## config.mk

```make
export PLATFORM = sky130hd
export DESIGN_NAME = tod_counter
export DESIGN_NICKNAME = d
export VERILOG_FILES = /design/src/rtl/timer_pkg.sv /design/src/rtl/sec_prescaler.sv /design/src/rtl/tod_counter.sv
export SDC_FILE = /design/constraint.sdc
export NUM_CORES = 1
export LEC_CHECK = 0
export ABC_AREA = 1
export BUFFER_PORTS_ARGS = -buffer_cell sky130_fd_sc_hd__buf_2
export CAP_MARGIN = 25
export CELL_PAD_IN_SITES_DETAIL_PLACEMENT = 0
export CELL_PAD_IN_SITES_GLOBAL_PLACEMENT = 1
export CORE_ASPECT_RATIO = 0.6
export CORE_MARGIN = 2
export CORE_UTILIZATION = 47
export DETAILED_ROUTE_END_ITERATION = 10
export PLACE_DENSITY_LB_ADDON = 0.1
export SLEW_MARGIN = 20
export SYNTH_ARGS = -nofsm -noshare
export SYNTH_HDL_FRONTEND = slang
export SYNTH_SLANG_ARGS = --single-unit
```

## constraint.sdc

```tcl
create_clock -name mclk -period 4 [get_ports mclk]
set_input_delay 0.6 -clock mclk [delete_from_list [all_inputs] [get_ports mclk]]
set_output_delay 0.6 -clock mclk [all_outputs]
set_load 0.005 [all_outputs]
```

## src/rtl/timer_pkg.sv

```systemverilog
// Shared time-of-day types and field limits for the clock and alarm blocks.
package timer_pkg;

    localparam int HOURS_PER_DAY = 24;
    localparam int MIN_PER_HOUR  = 60;
    localparam int SEC_PER_MIN   = 60;

    typedef logic [4:0] hour_t;
    typedef logic [5:0] min_t;

    typedef enum logic [1:0] {
        RUN   = 2'd0,
        SET_H = 2'd1,
        SET_M = 2'd2
    } mode_t;

    // Minutes and seconds share one wrap helper; the modulus picks the field.
    function automatic min_t incMin(input min_t v, input int modulus);
        return (v == min_t'(modulus - 1)) ? '0 : v + 1'b1;
    endfunction

    function automatic hour_t incHour(input hour_t v);
        return (v == hour_t'(HOURS_PER_DAY - 1)) ? '0 : v + 1'b1;
    endfunction

endpackage

```

## src/rtl/sec_prescaler.sv

```systemverilog
// Divides mclk down to a one-cycle sec_tick; cleared and held while run is low.
module sec_prescaler #(
    parameter int TICKS_PER_SEC = 100_000_000
) (
    input  logic mclk,
    input  logic rst_n,
    input  logic run,
    output logic sec_tick
);

    localparam int CW = (TICKS_PER_SEC > 1) ? $clog2(TICKS_PER_SEC) : 1;
    localparam logic [CW-1:0] LAST = CW'(TICKS_PER_SEC - 1);

    logic [CW-1:0] count;

    always_ff @(posedge mclk or negedge rst_n) begin
        if (!rst_n) begin
            count <= '0;
        end else if (!run || count == LAST) begin
            count <= '0;
        end else begin
            count <= count + 1'b1;
        end
    end

    assign sec_tick = run && (count == LAST);

endmodule

```

## src/rtl/tod_counter.sv

```systemverilog
// 24 h time-of-day counter with button-driven hour/minute set mode and a
// registered minute-rollover pulse.
module tod_counter
    import timer_pkg::*;
#(
    parameter int TICKS_PER_SEC = 100_000_000
) (
    input  logic       mclk,
    input  logic       rst_n,
    input  logic       btn_mode,
    input  logic       btn_inc,
    output hour_t      nowH,
    output min_t       nowM,
    output min_t       nowS,
    output logic       min_tick,
    output logic [1:0] mode
);

    mode_t state, stateNext;
    hour_t hNext;
    min_t  mNext, sNext;
    logic  tickNext;
    logic  secTick;

    sec_prescaler #(
        .TICKS_PER_SEC(TICKS_PER_SEC)
    ) u_prescaler (
        .mclk    (mclk),
        .rst_n   (rst_n),
        .run     (state == RUN),
        .sec_tick(secTick)
    );

    always_ff @(posedge mclk or negedge rst_n) begin
        if (!rst_n) begin
            state    <= RUN;
            nowH     <= '0;
            nowM     <= '0;
            nowS     <= '0;
            min_tick <= 1'b0;
        end else begin
            state    <= stateNext;
            nowH     <= hNext;
            nowM     <= mNext;
            nowS     <= sNext;
            min_tick <= tickNext;
        end
    end

    // A mode press always wins over a pending tick or increment in the same cycle.
    always_comb begin
        stateNext = state;
        hNext     = nowH;
        mNext     = nowM;
        sNext     = nowS;
        tickNext  = 1'b0;
        case (state)
            RUN: begin
                if (btn_mode) begin
                    stateNext = SET_H;
                end else if (secTick) begin
                    sNext = incMin(nowS, SEC_PER_MIN);
                    if (nowS == min_t'(SEC_PER_MIN - 1)) begin
                        mNext    = incMin(nowM, MIN_PER_HOUR);
                        tickNext = 1'b1;
                        if (nowM == min_t'(MIN_PER_HOUR - 1)) begin
                            hNext = incHour(nowH);
                        end
                    end
                end
            end
            SET_H: begin
                if (btn_mode) begin
                    stateNext = SET_M;
                end else if (btn_inc) begin
                    hNext = incHour(nowH);
                end
            end
            SET_M: begin
                if (btn_mode) begin
                    stateNext = RUN;
                    sNext     = '0;
                end else if (btn_inc) begin
                    mNext = incMin(nowM, MIN_PER_HOUR);
                end
            end
            default: stateNext = RUN;
        endcase
    end

    assign mode = state;

endmodule
```

==> flow_summary.json <==
{
  "status": "complete, no violations",
  "row_count": 21,
  "power_mw": 1.40,
  "antenna_found_initial": 0,
  "syn-num-nets": 403,
  "multi_input_area_mm2": 0.00149,
  "synthCells": 395,
  "rr_startpoint": "u_prescaler.count[0]",
  "worst_pin_slew_ns": 0.557,
  "cts-htree-levels": 2,
  "overflow": 0,
  "fin_skew_ns": 0.00671,
  "yosysWarnings": 0,
  "die_area_mm2": 0.00673,
  "drc": 0,
  "post-route-min-period_ns": 2.02,
  "portBuffers": 23,
  "syn2layout_area_growth_pct": 9.78,
  "hold_class": "in -> async",
  "final_common_cell": "nand2_1",
  "ys_types": 28,
  "ys_ff_latch": 47,
  "syn_area_per_cell_um2": 7.23,
  "first_iter_violations": 225,
  "core_mm2": 0.00573,
  "drive_gt1_frac": 0.109,
  "placed_cells": 494,
  "grt_first_pass_wirelength_mm": 12.1,
  "vias_per_cell": 5.20,
  "max_cap_viol_count": 0,
  "rr_worst_depth": 10,
  "critPathRequiredTime_ns": 4.19,
  "cts_buffer_depth": 2,
  "setup_viol": 0,
  "ir_drop_uv": 228,
  "critPathKind": "reg -> reg",
  "routed_wl_mm": 7.16,
  "fmax_mhz": 495,
  "yosysSeqAreaShare": 0.412,
  "cts_buffers": 5,
  "r2r_slack_ns": 1.98,
  "n_fill_cell": 591,
  "fin_setup_tns_ns": 0,
  "final_cell_mix": "nand2_1 (117), nor2_1 (73), dfrtp_1 (47)",
  "crit_fanout": 45,
  "detailroute.via_count": 2612,
  "dpl.hpwl_mm": 5.47,
  "cts_tree": "yes",
  "regArea_mm2": 0.00118,
  "cts.clk_slew.worst_paths_ns": 0.09,
  "cts.sinks": 47,
  "drtPass1Iterations": 5,
  "track_usage": 0.230,
  "cts_setup_buffers": 0,
  "grt_max_degree": 46,
  "arrival_ns": 2.21,
  "powerDensity_mw_per_mm2": 446,
  "final_hold_viol_count": 0,
  "wl_per_cell_um": 14.3,
  "cts_root_buf": "clkbuf_8",
  "slew_headroom": 0.629,
  "worstSkewPairLatency_ns": 0.30,
  "place.gp.congestion": 0.913,
  "drv_slew": 0,
  "end_kind": "flip-flop",
  "finalCritPeriodShare": 0.505,
  "hold_buffers": 0,
  "die_h_um": 64.4,
  "start_util": 0.498,
  "diodes": 0,
  "post_cts_resized": 0,
  "die_w_um": 105,
  "nets": 429,
  "crit_path_start_kind": "flip-flop",
  "final_antenna_net_count": 0,
  "ioPinCount": 24,
  "grt_pass1_vias": 2353,
  "hold_slack_ns": 0.251,
  "leakagePower_nw": 1.47,
  "r2r_end": "nowM[0]",
  "final_cells": 502,
  "synth_area_mm2": 0.00285,
  "rsz0062_at_grt": "no"
}
logic make-up after synthesis:
group           after synthesis  share of synthesized area
compound gates               18                     0.0355
fa+ha+maj                     4                     0.0175
xor+xnor                     13                     0.0399
flops                        47                      0.412
simple gates                269                      0.431
buf+inv                      44                     0.0644
final cells by class:
| type | count | share of cell area |
|---|---|---|
| multi-input cells | 304 | 0.477 |
| flip-flops and latches | 47 | 0.375 |
| inverters | 39 | 0.0467 |
| repair buffers | 24 | 0.0431 |
| well taps | 80 | 0.0319 |
| clock buffers | 7 | 0.0244 |
| clock inverters | 1 | 0.00160 |
worst max-delay path, cell delays in order (launching register included):
cell and delay, ns:
dfrtp_1 0.48, ha_1 0.25, nand2_2 0.09, nor2_4 0.18, nand2_4 0.09, nor2_4 0.14
nand2_4 0.08, nand2_8 0.25, nand3_2 0.19, nand2_1 0.11, nand2_1 0.05
cell usage after synthesis (all sizes together):
master	instances	area share
ha	4	0.018
nor3b	6	0.016
xor2	9	0.028
nand4	21	0.046
a211oi	1	0.0026
or2	3	0.0066
dfrtp	47	0.41
a21oi	6	0.011
nand3	28	0.054
nor4	1	0.0022
xnor2	4	0.012
buf	5	0.013
o211ai	1	0.0026
o21bai	1	0.0026
nor3	13	0.027
nor2	76	0.11
inv	39	0.051
o21ai	9	0.017
nand2	121	0.17
registers in the layout (all words and copies together) (netlist names):
signal / count
min_tick: 1
nowS: 6
mode: 2
nowM: 6
u_prescaler.count: 27
nowH: 5
per-stage QoR:
stage	utilization	setup slack [ns]	cell area [um2]
2_1_floorplan	-	2.44	2850
3_3_place_gp	0.529	1.98	3030
3_5_place_dp	0.533	2.00	3050
4_1_cts	0.547	1.99	3130
5_1_grt	0.547	1.77	3130
6_report	0.547	1.98	3130
worst max path at each step:
stage / start / endpoint
2_1_floorplan: u_prescaler.count[0] / u_prescaler.count[22]
3_3_place_gp: u_prescaler.count[0] / u_prescaler.count[22]
3_5_place_dp: u_prescaler.count[0] / nowS[1]
4_1_cts: u_prescaler.count[0] / nowS[5]
5_1_grt: u_prescaler.count[0] / nowH[0]
6_report: u_prescaler.count[0] / nowM[0]
routing by layer:
| layer | share of wire | GRT usage | routed length (um) | vias up |
|---|---|---|---|---|
| li1 | - | - | - | 1322 |
| met1 | 0.57 | 0.388 | 4110 | 1201 |
| met2 | 0.35 | 0.285 | 2480 | 85 |
| met3 | 0.075 | 0.0561 | 537 | 4 |
| met4 | 0.0043 | 0.0350 | 31 | 0 |
| met5 | 0 | 0 | 0 | - |
report_power, final:
group	switching, mW	total, mW	internal [mW]
combinational	0.330	0.482	0.153
clock	0.156	0.279	0.123
sequential	0.0942	0.636	0.542
total	0.579	1.40	0.818
(Power assumes the default switching activity.)
